<file path="config.mk">
export PLATFORM = sky130hd
export DESIGN_NAME = approx_mul_ha_pipe
export DESIGN_NICKNAME = d
export VERILOG_FILES = /design/src/rtl/approx_mul_ha_pipe.sv
export SDC_FILE = /design/constraint.sdc
export NUM_CORES = 1
export LEC_CHECK = 0
export CAP_MARGIN = 5
export CORE_ASPECT_RATIO = 1.5
export CORE_MARGIN = 3
export CORE_UTILIZATION = 45
export DETAILED_ROUTE_END_ITERATION = 16
export GPL_ROUTABILITY_DRIVEN = 0
export SYNTH_ARGS = -nofsm -noshare
export SYNTH_HDL_FRONTEND = slang
export SYNTH_SLANG_ARGS = --single-unit
export TNS_END_PERCENT = 30
</file>
<file path="constraint.sdc">
create_clock -name clk -period 11.1 [get_ports clk]
set_input_delay 1.11 -clock clk [delete_from_list [all_inputs] [get_ports clk]]
set_output_delay 1.11 -clock clk [all_outputs]
set_load 0.03 [all_outputs]
</file>
<file path="src/rtl/approx_mul_ha_pipe.sv">
// approx_mul_ha_pipe: 3-stage unsigned WIDTHxWIDTH multiplier on a half-adder pairing array,
// with per-transaction exact/approximate mode and an exact-minus-approximate error output.
module approx_mul_ha_pipe #(
    parameter int WIDTH     = 8,
    parameter int ELIM_COLS = 4,
    parameter int OR_COLS   = 2
) (
    input  logic                 clk,
    input  logic                 rst_n,
    input  logic                 in_valid,
    output logic                 in_ready,
    input  logic [WIDTH-1:0]     x,
    input  logic [WIDTH-1:0]     y,
    input  logic                 mode,
    output logic                 out_valid,
    input  logic                 out_ready,
    output logic [2*WIDTH-1:0]   p,
    output logic [2*WIDTH-1:0]   err,
    output logic                 out_mode
);
    localparam int PW = 2*WIDTH;
    localparam int NP = WIDTH/2;

    logic             w_adv;
    logic             r_v0, r_m0, r_v1, r_m1, r_v2, r_m2;
    logic [WIDTH-1:0] r_x0, r_y0;
    logic [PW-1:0]    r_exact, r_p, r_err, w_total;
    logic [WIDTH-1:0] w_a   [NP];
    logic [WIDTH-1:0] w_b   [NP];
    logic [PW-1:0]    w_sum [NP];
    logic [PW-1:0]    w_cry [NP];
    logic [PW-1:0]    r_sum [NP];
    logic [PW-1:0]    r_cry [NP];

    assign w_adv     = !r_v2 || out_ready;
    assign in_ready  = w_adv;
    assign out_valid = r_v2;
    assign p         = r_p;
    assign err       = r_err;
    assign out_mode  = r_m2;

    // w_a[k][c] = pp[2k][c], w_b[k][c] = pp[2k+1][c-1] (the HA partner one column left)
    for (genvar g = 0; g < NP; g++) begin : g_rows
        assign w_a[g] = {WIDTH{r_x0[2*g]}} & r_y0;
        assign w_b[g] = {WIDTH{r_x0[2*g+1]}} & {r_y0[WIDTH-2:0], 1'b0};
    end

    always_comb begin
        for (int k = 0; k < NP; k++) begin
            w_sum[k] = '0;
            w_cry[k] = '0;
            w_sum[k][2*k]       = w_a[k][0];
            w_sum[k][2*k+WIDTH] = r_x0[2*k+1] & r_y0[WIDTH-1];
            for (int c = 1; c < WIDTH; c++) begin
                if (!r_m0 || 2*k+c >= ELIM_COLS+OR_COLS) begin
                    w_sum[k][2*k+c]   = w_a[k][c] ^ w_b[k][c];
                    w_cry[k][2*k+c+1] = w_a[k][c] & w_b[k][c];
                end else if (2*k+c >= ELIM_COLS) begin
                    w_sum[k][2*k+c]   = w_a[k][c] | w_b[k][c];
                end
            end
        end
    end

    always_comb begin
        w_total = '0;
        for (int k = 0; k < NP; k++) w_total = w_total + r_sum[k] + r_cry[k];
    end

    always_ff @(posedge clk or negedge rst_n) begin
        if (!rst_n) begin
            r_v0    <= 1'b0;
            r_m0    <= 1'b0;
            r_x0    <= '0;
            r_y0    <= '0;
            r_v1    <= 1'b0;
            r_m1    <= 1'b0;
            r_sum   <= '{default: '0};
            r_cry   <= '{default: '0};
            r_exact <= '0;
            r_v2    <= 1'b0;
            r_m2    <= 1'b0;
            r_p     <= '0;
            r_err   <= '0;
        end else if (w_adv) begin
            r_v0    <= in_valid;
            r_m0    <= mode;
            r_x0    <= x;
            r_y0    <= y;
            r_v1    <= r_v0;
            r_m1    <= r_m0;
            r_sum   <= w_sum;
            r_cry   <= w_cry;
            r_exact <= PW'(r_x0) * PW'(r_y0);
            r_v2    <= r_v1;
            r_m2    <= r_m1;
            r_p     <= w_total;
            r_err   <= r_exact - w_total;
        end
    end
endmodule
</file>
== Word level (Yosys, flattened, before mapping) ==
Index checks and enable logic that the tools add are counted.
W data, S select, Z words.

* Bits in registers: 134
* Input bits: 21
* Output and inout port bits: 35
* Word-level logic and storage cells: 121

* $add $sub $neg: 8
* Multipliers: 1
* Muxes and demuxes: 18
* Bitwise logic cells: 73
* Reduce and logical (&&, ||, !) cells: 2

{| class="wikitable"
|+ Operators by type and width
! kind !! count
|-
| $and A8 B8 Y8 || 8
|-
| $and A1 B1 Y1 || 32
|-
| $xor A1 B1 Y1 || 28
|-
| $mux W1 || 18
|-
| $add A15 B15 Y16 || 1
|-
| $add A16 B15 Y16 || 1
|-
| $mul A8 B8 Y16 || 1
|-
| $sub A16 B16 Y16 || 1
|-
| $add A14 B13 Y15 || 1
|-
| $add A13 B13 Y14 || 1
|-
| $add A12 B11 Y13 || 1
|-
| $add A10 B11 Y12 || 1
|-
| $add A9 B9 Y10 || 1
|-
| $or A1 B1 Y1 || 5
|-
| $logic_not A1 Y1 || 1
|-
| $logic_or A1 B1 Y1 || 1
|}

== Longest topological paths before layout ==
Gate-level depths: netlist (run 1).

* Word-level depth: 8
* Gate-level depth with buffers: 23
* Depth with buffers taken out: 23

== Worst setup path after synthesis (run 1) ==
OpenSTA, ideal clock, no wires.

* Kind: flip-flop to flip-flop
* Start: reg r_sum[56] (netlist name)
* End: reg r_err[15], in the netlist err[15]
* Data arrival time: 5.229 ns
* Required time: 11.024 ns
* Setup slack: 5.794 ns
* Stages on the path, launching flop included: 21
* Path buffers: 0
* Period minus slack after synthesis: 5.306 ns
* Cells stage by stage: dfrtp_1 -> inv_1 -> fa_1 -> inv_1 -> fa_1 -> fa_1 -> inv_1 -> fa_1 -> inv_1 -> ha_1 -> nor2b_4 -> o31a_1 -> a21o_1 -> ha_1 -> and3_1 -> nor3b_1 -> o32ai_1 -> a311oi_1 -> a2111oi_2 -> xor3_1 -> o21ai_1

* Cells in the longest elaborated chain, start to end: 8

{| class="wikitable"
|+ Ends and longest elaborated chain
! element !! RTL line !! RTL
|-
| from (decl) || 32 || <nowiki>logic [PW-1:0] r_sum [NP];</nowiki>
|-
| from (signal assigned) || 92 || <nowiki>r_sum <= w_sum;</nowiki>
|-
| $add A9 B9 Y10 || 67 || <nowiki>for (int k = 0; k < NP; k++) w_total = w_total + r_sum[k] + r_cry[k];</nowiki>
|-
| $add A10 B11 Y12 || 67 ||
|-
| $add A12 B11 Y13 || 67 ||
|-
| $add A13 B13 Y14 || 67 ||
|-
| $add A14 B13 Y15 || 67 ||
|-
| $add A15 B15 Y16 || 67 ||
|-
| $add A16 B15 Y16 || 67 ||
|-
| $sub A16 B16 Y16 || 98 || <nowiki>r_err <= r_exact - w_total;</nowiki>
|-
| to (signal assigned) || 98 ||
|-
| to (decl) || 27 || <nowiki>logic [PW-1:0] r_exact, r_p, r_err, w_total;</nowiki>
|}

No other way between the ends.
A chain may end at the register's enable or synchronous reset.

== Final worst setup path (run 1) ==
Same ends and word-level chain as after synthesis.

==> impl_metrics.ini, run 1 <==
[outcome]
status = completed

[global_routing]
grt_usage_pct = 19.0
grt_pass1_vias = 7067
grt-ovfl-total = 0
grt_antenna_before_repair = 0
grt_max_degree = 86
grt_pass1_wl_um = 34700

[setup_path]
path_delay_family = adder cells
cp-end-kind = flip-flop
reg2reg_from = r_sum[56]
crit_buf_inv = 4
rr_worst_depth = 20
r2r_end = err[15]
r2r_slack_ps = 5330
cp_slowest_cell = fa_1
crit_type = flip-flop to flip-flop
cp.arrival_ps = 6130
cp.required_ps = 11450
crit_fanout = 4
cp_cell_sequence = inv_1, fa_1, inv_1, fa_1, fa_1, inv_1, fa_1, inv_1, ha_1, nor2b_4, o31a_1, a21o_1, ha_1, and3_1, nor3b_1, o32ai_1, a311oi_1, a2111oi_2, xor3_1, o21ai_1
start_kind = flip-flop
max_stage_delay_ps = 540

[finish]
final_common_cell = nand2_1
area_growth_syn_to_layout_pct = 14.5
layout-drive-gt1-share_pct = 4.44
num-nets-final = 1268
mostFrequentLayoutCells = nand2_1, inv_1, dfrtp_1, ha_1, fa_1
n_antenna_cell = 0

[cts]
cts_setup_buffers = 0
cts_root_buf = clkbuf_16
clk_pin_slew_ps = 60
cts_tree = done
cts_resized = 0
htree_levels = 4
ctsLongestPathBuffers = 2
cts_num_sinks = 132
ctsHoldBuffers = 0
insertion_delay_ps = 430
cts-buffers-inserted = 17

[logic_synthesis]
synth.ff_latch_count = 132
synth_area_um2 = 9590
synthFlopType = dfrtp_1
synth_top_family_by_area = adder cells
synthAdderAreaFrac_pct = 28.9
synth-xor-area-share_pct = 2.90
syn_nets = 1228
syn_inst = 1031
synth_compound_area_share_pct = 8.56
synthSimpleGateAreaFrac_pct = 16.6
ys_top_cells_by_area = dfrtp_1, fa_1, ha_1, nand2_1, inv_1
synth-edff-count = 0
ys_seq_area_share_pct = 34.4
yosysWarnings = 0
muxShareOfSynthArea_pct = 1.20
async_flop_share_pct = 100
synth_cell_type_count = 50
synth_top_area_cell = dfrtp_1
synth_top_cell_area_share_pct = 34.4
syn_avg_cell_area_um2 = 9.30

[floorplanning]
rows = 64
io_pins = 56
die_x_um = 125
dieArea_um2 = 23100
die_h_um = 185
start_util_pct = 46.4
core_area_um2 = 20700

[drt]
drc_errors = 0
ant_nets = 0
wl_per_cell_um = 15.0
via_count = 6645
first_pass_iters = 5
drt_iter0_markers = 238
wirelength_um = 20200
vias_per_cell = 4.94

[sta]
max_slew_margin_pct = 31.5
hold_violations = 0
tightest_slew_ps = 1030
period_share_pct = 52.0
min_period_ps = 5770
skew_ps = 6.04
hold_slack_ps = 461
setup_violations = 0
fin_setup_tns_ps = 0
slew_viol_final = 0
fmax_mhz = 173
rsz0062_at_grt = no

[hold_path]
hold_start = out_mode
worstHoldPathCells = 2
whs_endpoint = out_mode
hold_path_class = flip-flop to flip-flop

[run]
drv_cap = 0

[place]
portBuffers = 54
hpwlAfterDp_um = 15300
## Yosys cell counts (3+ instances only)
library cell  number
o21ai_0           63
nor3_1             9
dfrtp_1          132
nand2b_1           4
o31a_1             3
fa_1              74
or3_1              5
xnor2_1           15
ha_1             102
nand3b_1          11
mux2_2             4
a21oi_1           33
a21o_1             7
or2_2              4
inv_1            151
clkbuf_1          31
o31ai_1            5
and2_1            45
mux2i_1            7
nor2b_1            5
nand2_1          229
nor2_1            25
a211oi_1           3
nand3_1            6
o21bai_1           3
buf_1              5
xor2_1            14
and3_1             5
o22ai_1            3
o21a_1             6
## cell type report
class,count,area [µm²]
fill,1990,9680
multi-input combinational,711,5590
sequential,132,3300
timing repair buffer,58,572
inverter,151,569
clock buffer,26,529
tap,264,330
clock inverter,3,90.1
## through the flow
stage | area [µm²] | utilization, % | cells | setup slack [ps]
2_1_floorplan | 9590 | - | 1031 | 5790
5_1_grt | 11000 | 53.2 | 1345 | 5100
3_3_place_gp | 10400 | 50.2 | 1316 | 5500
4_1_cts | 11000 | 53.2 | 1345 | 5350
6_report | 11000 | 53.2 | 1345 | 5330
3_5_place_dp | 10400 | 50.2 | 1316 | 5390
## cells by family after synthesis
group / after synthesis
and+or+nand+nor: 354
buffers and inverters: 188
adders and majority gates: 177
AOI/OAI and AO/OA: 138
DFF: 132
xor gates and xnor gates: 30
muxes: 11
other: 1
## worst max path at each step
| stage | from | end | slack (ps) | cells past startpoint |
|---|---|---|---|---|
| 3_3_place_gp | r_sum[56] | err[15] | 5500 | 21 |
| 5_1_grt | r_sum[56] | err[15] | 5100 | 21 |
| 6_report | r_sum[56] | err[15] | 5330 | 20 |
| 2_1_floorplan | r_sum[56] | err[15] | 5790 | 20 |
| 3_5_place_dp | r_sum[56] | err[15] | 5390 | 20 |
| 4_1_cts | r_sum[56] | err[15] | 5350 | 20 |
## state kept, by name (all words and copies together) (netlist names), 8 cells and up
signal and count:
r_y0 8, r_exact 16, r_sum 35, p 16, r_cry 28, r_x0 8
err 15
## worst min-delay path, stage by stage, from the launching register on
cell and delay [ps]:
dfrtp_1 330, nand2_1 50, nand2_1 50
## layer usage
| metal | track usage (%) | wire, µm | part of all wire (%) |
|---|---|---|---|
| met1 | 23.1 | 8800 | 44 |
| met2 | 33.3 | 10200 | 51 |
| met3 | 3.61 | 609 | 3.0 |
| met4 | 7.77 | 584 | 2.9 |
| met5 | 0 | 0 | 0 |
Power of run 1 is left out: the tool's default activity adds up to more than one toggle a clock period on the data nets, which glitch-free logic cannot reach.
==> inputs of run 2 (changes only) <==
- clock period: 11.1 -> 5.7 ns (I/O delays scaled with it)
==> impl_metrics.ini, run 2 (same netlist as run 1, synthesis figures left out) <==
[outcome]
status = completed

[setup_path]
cp.required_ps = 6050
cp-startpoint = r_sum[56]
cp-end-kind = flip-flop
cp_slowest_cell = fa_1
start_kind = flip-flop
cp_cell_sequence = inv_1, fa_1, inv_1, fa_1, fa_1, inv_1, fa_1, inv_1, ha_1, nor2b_4, o31a_1, buf_4, o311a_4, o21ai_1, nand2b_1, xnor2_1, ha_1, nand2_2, nor2_1, a2111oi_4, xor3_1, o21ai_1
reg2reg_from = r_sum[56]
path_delay_family = adder cells
crit_fanout = 5
max_stage_delay_ps = 530
crit_type = flip-flop to flip-flop
crit_buf_inv = 5
cp.arrival_ps = 5760

[drt]
drc_errors = 0
first_pass_iters = 5
wl_per_cell_um = 14.9
drt_iter0_markers = 264
via_count = 6737
vias_per_cell = 4.98
ant_nets = 0
wirelength_um = 20200

[place]
post-place-ws_ps = -84.4
portBuffers = 54
hpwlAfterDp_um = 15200
placed_area_um2 = 10400

[cts]
cts_num_sinks = 132
ctsHoldBuffers = 0
cts_root_buf = clkbuf_16
htree_levels = 4
insertion_delay_ps = 430
clk_pin_slew_ps = 60
ctsLongestPathBuffers = 2
cts-buffers-inserted = 17
cts_tree = done

[finish]
mostFrequentLayoutCells = nand2_1, inv_1, dfrtp_1, ha_1, fa_1
utilization_pct = 53.5
layout-drive-gt1-share_pct = 6.06
num-nets-final = 1274
multi_input_area_um2 = 5650
n_antenna_cell = 0
top_register = r_sum
final_common_cell = nand2_1
fin_area_um2 = 11100
area_growth_syn_to_layout_pct = 15.2
largest_reg_flops = 35
largestRegisters = r_sum x35, r_cry x28
regArea_um2 = 3300
final.fill_count = 1932

[floorplanning]
core_area_um2 = 20700
start_util_pct = 46.4
rows = 64
die_h_um = 185
io_pins = 56
dieArea_um2 = 23100
die_x_um = 125

[sta]
period_share_pct = 94.9
setup_violations = 0
fmax_mhz = 185
max_slew_margin_pct = 45.1
skew_ps = 7.51
min_period_ps = 5410
fin_ws_ps = 291
hold_violations = 0
slew_viol_final = 0
tightest_slew_ps = 824

[global_routing]
grt_antenna_before_repair = 0
grt_usage_pct = 19.1
grt_pass1_wl_um = 35200
grt_pass1_vias = 7151
grt-ovfl-total = 0
grt_max_degree = 89

[run]
drv_cap = 0

[hold_path]
hold_path_class = primary input to asynchronous set/reset pin
run 2: cell types whose count changed in the layout (fill, tap and decap cells not counted), moves of 2 or more:
cell,before,now
buf_4,4,10
clkbuf_8,7,4
clkinv_2,0,5
ha_1,102,100
o21ai_0,63,61
run 2: layout make-up:
| cell class | instances | share of cell area [%] |
|---|---|---|
| clock buffers | 23 | 4.41 |
| clock inverters | 9 | 0.917 |
| inverters | 151 | 5.15 |
| multi-input cells | 711 | 51.1 |
| flip-flops and latches | 132 | 29.9 |
| well taps | 264 | 2.99 |
| repair buffers | 64 | 5.58 |
run 2: final timing paths:
check,end,slack (ps),cells past startpoint
worst max-delay path,err[15],290,22
worst min-delay path,p[0],210,1
worst max register to register,err[15],290,22
worst min register to register,r_v1,460,2
max in group asynchronous,p[13],4380,2
min in group clk,r_v1,460,2
run 2: repair_timing:
| item | in CTS | in global routing |
|---|---|---|
| resized for setup | 2 | 10 |
| endpoints found under the setup margin | 1 | 2 |
| pin swaps | 1 | 5 |
| buffers inserted | 0 | 4 |
run 2: through the flow:
stage | std cells | setup TNS [ps] | hold WS [ps]
after floorplan | 1031 | 0 | 274
after global placement | 1318 | 0 | 449
after detailed placement | 1318 | -84.4 | 455
after CTS | 1350 | 0 | 224
after global routing | 1354 | -13.1 | 280
final | 1354 | 0 | 212
run 2: metal layers:
| metal | vias to the layer above | GRT usage, % | wire (µm) |
|---|---|---|---|
| met4 | 0 | 7.03 | 460 |
| met1 | 3255 | 23.2 | 8900 |
| met2 | 74 | 34.0 | 10500 |
| li1 | 3372 | - | - |
| met5 | - | 0 | 0 |
| met3 | 36 | 3.40 | 424 |
Power of run 2 is left out for the same reason.
==> RTL change 1, RTL diff (config.mk and constraints of run 1) <==
Add an input register stage for `mode`; this delays it by one clock. The other inputs are not delayed to match.
--- a/src/rtl/approx_mul_ha_pipe.sv
+++ b/src/rtl/approx_mul_ha_pipe.sv
@@ -21,4 +21,10 @@
     localparam int PW = 2*WIDTH;
     localparam int NP = WIDTH/2;
+
+    logic mode_q;
+
+    always_ff @(posedge clk) begin
+        mode_q <= mode;
+    end
 
     logic             w_adv;
@@ -85,5 +91,5 @@
         end else if (w_adv) begin
             r_v0    <= in_valid;
-            r_m0    <= mode;
+            r_m0    <= mode_q;
             r_x0    <= x;
             r_y0    <= y;
Function: changed (Yosys sat finds a counterexample within 4 cycles, from zero or initial values and one cycle with rst_n low).
==> RTL change 1 against run 1 <==
Sequential share of layout area up 0.21 points; routed wire length is 0.59% higher; highest routed layer unchanged; synthesized area rose by 0.21%; global-route usage is essentially flat; worst hold slack got worse by 0.038 ns; core utilization is 0.055 points lower; first-iteration DRC count up 11%; sequential cell count increased by 1; critical path type unchanged; final area shrank 0.10%; die area increased by 0.20%; setup slack better by 0.093 ns; non-clock buffer count did not move.
Power is left out: the tool's default activity adds up to more than one toggle a clock period on the data nets, which glitch-free logic cannot reach.
==> RTL change 1: results <==
metrics = {
    "run_status": {
        "status": "complete, no violations",
    },
    "synth": {
        "ys_top_cells_by_area": "dfrtp_1 34%, fa_1 15%, ha_1 13%",
        "seq_area_frac_synth": 0.3457,
        "yosysWarnings": 0,
        "ys_top_cells_by_count": "229 x nand2_1, 151 x inv_1, 132 x dfrtp_1",
        "syn_nets": 1229,
        "synth_compound_area_frac": 0.08538,
        "synth-adder-area-share": 0.2879,
        "synth_cell_types": 51,
        "synthXorXnorAreaFrac": 0.02889,
        "synthMuxAreaShare": 0.01197,
        "async_reset_ff_frac": 0.9925,
    },
    "routing": {
        "dr.first_iter.drc_count": 265,
        "totalWireLength_um": 20320,
        "firstDrtPassIters": 6,
        "viasPerCell": 4.952,
    },
    "sta": {
        "worstMarginPinSlew_ns": 0.8214,
        "skew_ns": 0.006522,
        "setup_tns_ns": 0,
    },
    "cells_and_area": {
        "final_nets": 1269,
        "largest_reg_flops": 35,
        "final_layout_size_suffix_gt1_frac": 0.04700,
        "top_regs": "r_sum: 35 flops, r_cry: 28 flops",
        "fill_cells": 1944,
    },
    "place": {
        "place_ws_ns": 5.428,
        "dpl.hpwl_um": 15150,
    },
    "clock_network": {
        "root_buffer": "clkbuf_16",
        "insertion_delay_ns": 0.43,
        "cts_buffer_depth": 2,
        "postCtsSetupRepairBufs": 0,
        "numCtsBuffers": 17,
        "htreeDepth": 4,
    },
    "setup_path": {
        "worstPathMaxFanout": 4,
        "cp.arrival_ns": 6.03,
    },
    "global_routing": {
        "grt_pass1_vias": 7111,
        "grt_start_max_net_pins": 84,
        "grt_pass1_wl_um": 34800,
        "grt_use_total": 0.1900,
    },
}
-- RTL change 1: cell type report --
class                      count  area share
clock buffer                  23     0.04448
clock inverter                 9    0.009124
inverter                     151     0.05189
multi-input combinational    711      0.5094
sequential                   133      0.3029
tap                          264     0.03011
timing repair buffer          58     0.05212
-- RTL change 1: worst max-delay path, cell delays in order, from the launching register on --
cell	delay [ns]
dfrtp_1	0.32
inv_1	0.07
fa_1	0.54
inv_1	0.06
fa_1	0.56
fa_1	0.43
fa_1	0.46
ha_1	0.29
a21oi_1	0.28
nor2b_1	0.08
nor2_1	0.12
xor2_1	0.22
ha_1	0.31
a21o_1	0.19
a21o_1	0.21
o32ai_1	0.41
a311oi_1	0.18
a2111oi_2	0.39
xor3_1	0.37
o21ai_1	0.12
-- RTL change 1: layer usage --
layer  GRT usage  part of all wire
met1      0.2250              0.43
met2      0.3413              0.51
met3     0.03318             0.026
met4     0.07943             0.033
met5           0                 0
-- RTL change 1: final timing paths --
check                          start   endpoint  slack, ns  depth (start not counted)
min in group asynchronous      rst_n       p[0]       0.73                          1
max in group asynchronous      rst_n  r_sum[10]       9.22                          2
setup reg to reg           r_sum[55]    err[15]       5.42                         19
hold reg to reg               mode_q       r_m0       0.42                          2
setup / recovery           r_sum[55]    err[15]       5.42                         19
hold / removal                mode_q       r_m0       0.42                          2
-- RTL change 1: through the flow --
stage | utilization | hold slack (ns) | instance area [µm²] | instances
floorplan | - | 0.4027 | 9613 | 1032
global placement | 0.5025 | 0.4062 | 10380 | 1317
detailed placement | 0.5025 | 0.4210 | 10380 | 1317
CTS | 0.5310 | 0.4287 | 10970 | 1349
global route | 0.5310 | 0.4576 | 10970 | 1349
finish | 0.5310 | 0.4236 | 10970 | 1349
==> RTL change 2, RTL diff (settings of run 1) <==
Without the edit above. `WIDTH`: 8 -> 4.
--- a/src/rtl/approx_mul_ha_pipe.sv
+++ b/src/rtl/approx_mul_ha_pipe.sv
@@ -2,5 +2,5 @@
 // with per-transaction exact/approximate mode and an exact-minus-approximate error output.
 module approx_mul_ha_pipe #(
-    parameter int WIDTH     = 8,
+    parameter int WIDTH     = 4,
     parameter int ELIM_COLS = 4,
     parameter int OR_COLS   = 2
Interface: changed (resized err, p, x and y); port bits go from 56 to 32. No check against the original RTL was run, so the function may have changed too.
==> RTL change 2 against run 1 <==
Sequential cell count fell by 80; final area fell by 68%; via count fell by 69%; routed wire length fell by 73%; first-iteration DRC count fell by 69%; core utilization rose by 0.31 points; synthesized area fell by 68%; setup slack improved by 1.2 ns; die area fell by 66%; highest routed layer unchanged; clock skew barely moved.
==> RTL change 2: results <==
metrics = {
    "synth": {
        "ys_top_cells_by_area": "dfrtp_1 43%, ha_1 12%, nand2_1 11%",
        "synthCells": 320,
        "syn_nets": 373,
        "seq_area_frac_synth": 0.4289,
        "synthFlopType": "dfrtp_1",
        "synth_cell_types": 43,
        "ys_top_cells_by_count": "88 x nand2_1, 52 x dfrtp_1, 30 x ha_1",
    },
    "global_routing": {
        "grt_pass1_wl_um": 9384,
        "grt_start_max_net_pins": 58,
        "grt_pass1_vias": 2066,
        "grt_use_total": 0.1570,
    },
    "cells_and_area": {
        "final_layout_size_suffix_gt1_frac": 0.05187,
        "largest_reg_flops": 9,
        "final_nets": 399,
        "antenna-diode-count": 0,
    },
    "power_and_ir_drop": {
        "combinationalPowerShare": 0.549,
        "p_sw_frac": 0.4216,
    },
    "setup_path": {
        "cp.arrival_ns": 3.50,
        "cp_slowest_cell": "clkdlybuf4s50_1",
        "critPathMaxStageDelay_ns": 0.81,
        "worstPathMaxFanout": 57,
        "cp_top_family": "buffers and inverters",
    },
    "routing": {
        "totalWireLength_um": 5394,
        "viasPerCell": 4.879,
        "firstDrtPassIters": 3,
        "dr.first_iter.drc_count": 73,
    },
    "sta": {
        "worstMarginPinSlew_ns": 0.8583,
        "skew_ns": 0.005927,
    },
    "place": {
        "dp_cells": 415,
        "place_ws_ns": 6.462,
        "io_buffers": 30,
        "dpl.hpwl_um": 3883,
    },
    "clock_network": {
        "numCtsBuffers": 5,
        "htreeDepth": 2,
        "insertion_delay_ns": 0.31,
        "clkTransAtPathRegs_ns": 0.10,
        "root_buffer": "clkbuf_8",
    },
    "run_status": {
        "status": "complete, no violations",
    },
}
RTL change 2: cell families (layout without fill, tap and decap cells):
kind of cell | count (synthesis) | count (layout) | share of synthesized area
AND/OR/NAND/NOR | 132 | 132 | 0.1955
flip-flops | 52 | 52 | 0.4289
buffers and inverters | 41 | 68 | 0.05567
adder cells (fa/ha/maj) | 40 | 40 | 0.1897
AO/OA/AOI/OAI | 40 | 40 | 0.08165
XOR/XNOR | 10 | 10 | 0.03340
multiplexers | 4 | 4 | 0.01402
other | 1 | 1 | 0.001236
RTL change 2: final timing paths:
| path | from | end | slack [ns] | depth (start not counted) |
|---|---|---|---|---|
| worst max-delay path | out_ready | in_ready | 6.49 | 5 |
| worst min-delay path | r_v1 | out_valid | 0.47 | 1 |
| worst max register to register | r_sum[4] | err[6] | 7.72 | 12 |
| worst min register to register | r_v1 | out_valid | 0.47 | 1 |
| max in group asynchronous | rst_n | r_cry[5] | 9.76 | 2 |
| min in group asynchronous | rst_n | p[1] | 0.91 | 2 |
RTL change 2: layer usage:
| layer | part of all wire | GRT usage |
|---|---|---|
| met5 | 0 | 0 |
| met4 | 0.022 | 0.06728 |
| met3 | 0.024 | 0.02814 |
| met2 | 0.53 | 0.2708 |
| met1 | 0.42 | 0.1868 |
RTL change 2: area by class of cell:
| cell class | count | area (µm²) |
|---|---|---|
| inverter | 28 | 105.1 |
| tap | 76 | 95.09 |
| clock inverter | 3 | 42.54 |
| clock buffer | 5 | 68.82 |
| fill | 612 | 3039 |
| multi-input combinational | 227 | 1569 |
| timing repair buffer | 32 | 310.3 |
| sequential | 52 | 1301 |
RTL change 2: metrics by stage:
step                      area (µm²)  total power [µW]
final                           3492             952.2
after global placement          3381             824.5
after detailed placement        3381             834.7
after CTS                       3492             971.3
after global routing            3492              1048
after floorplan                 3034             692.2
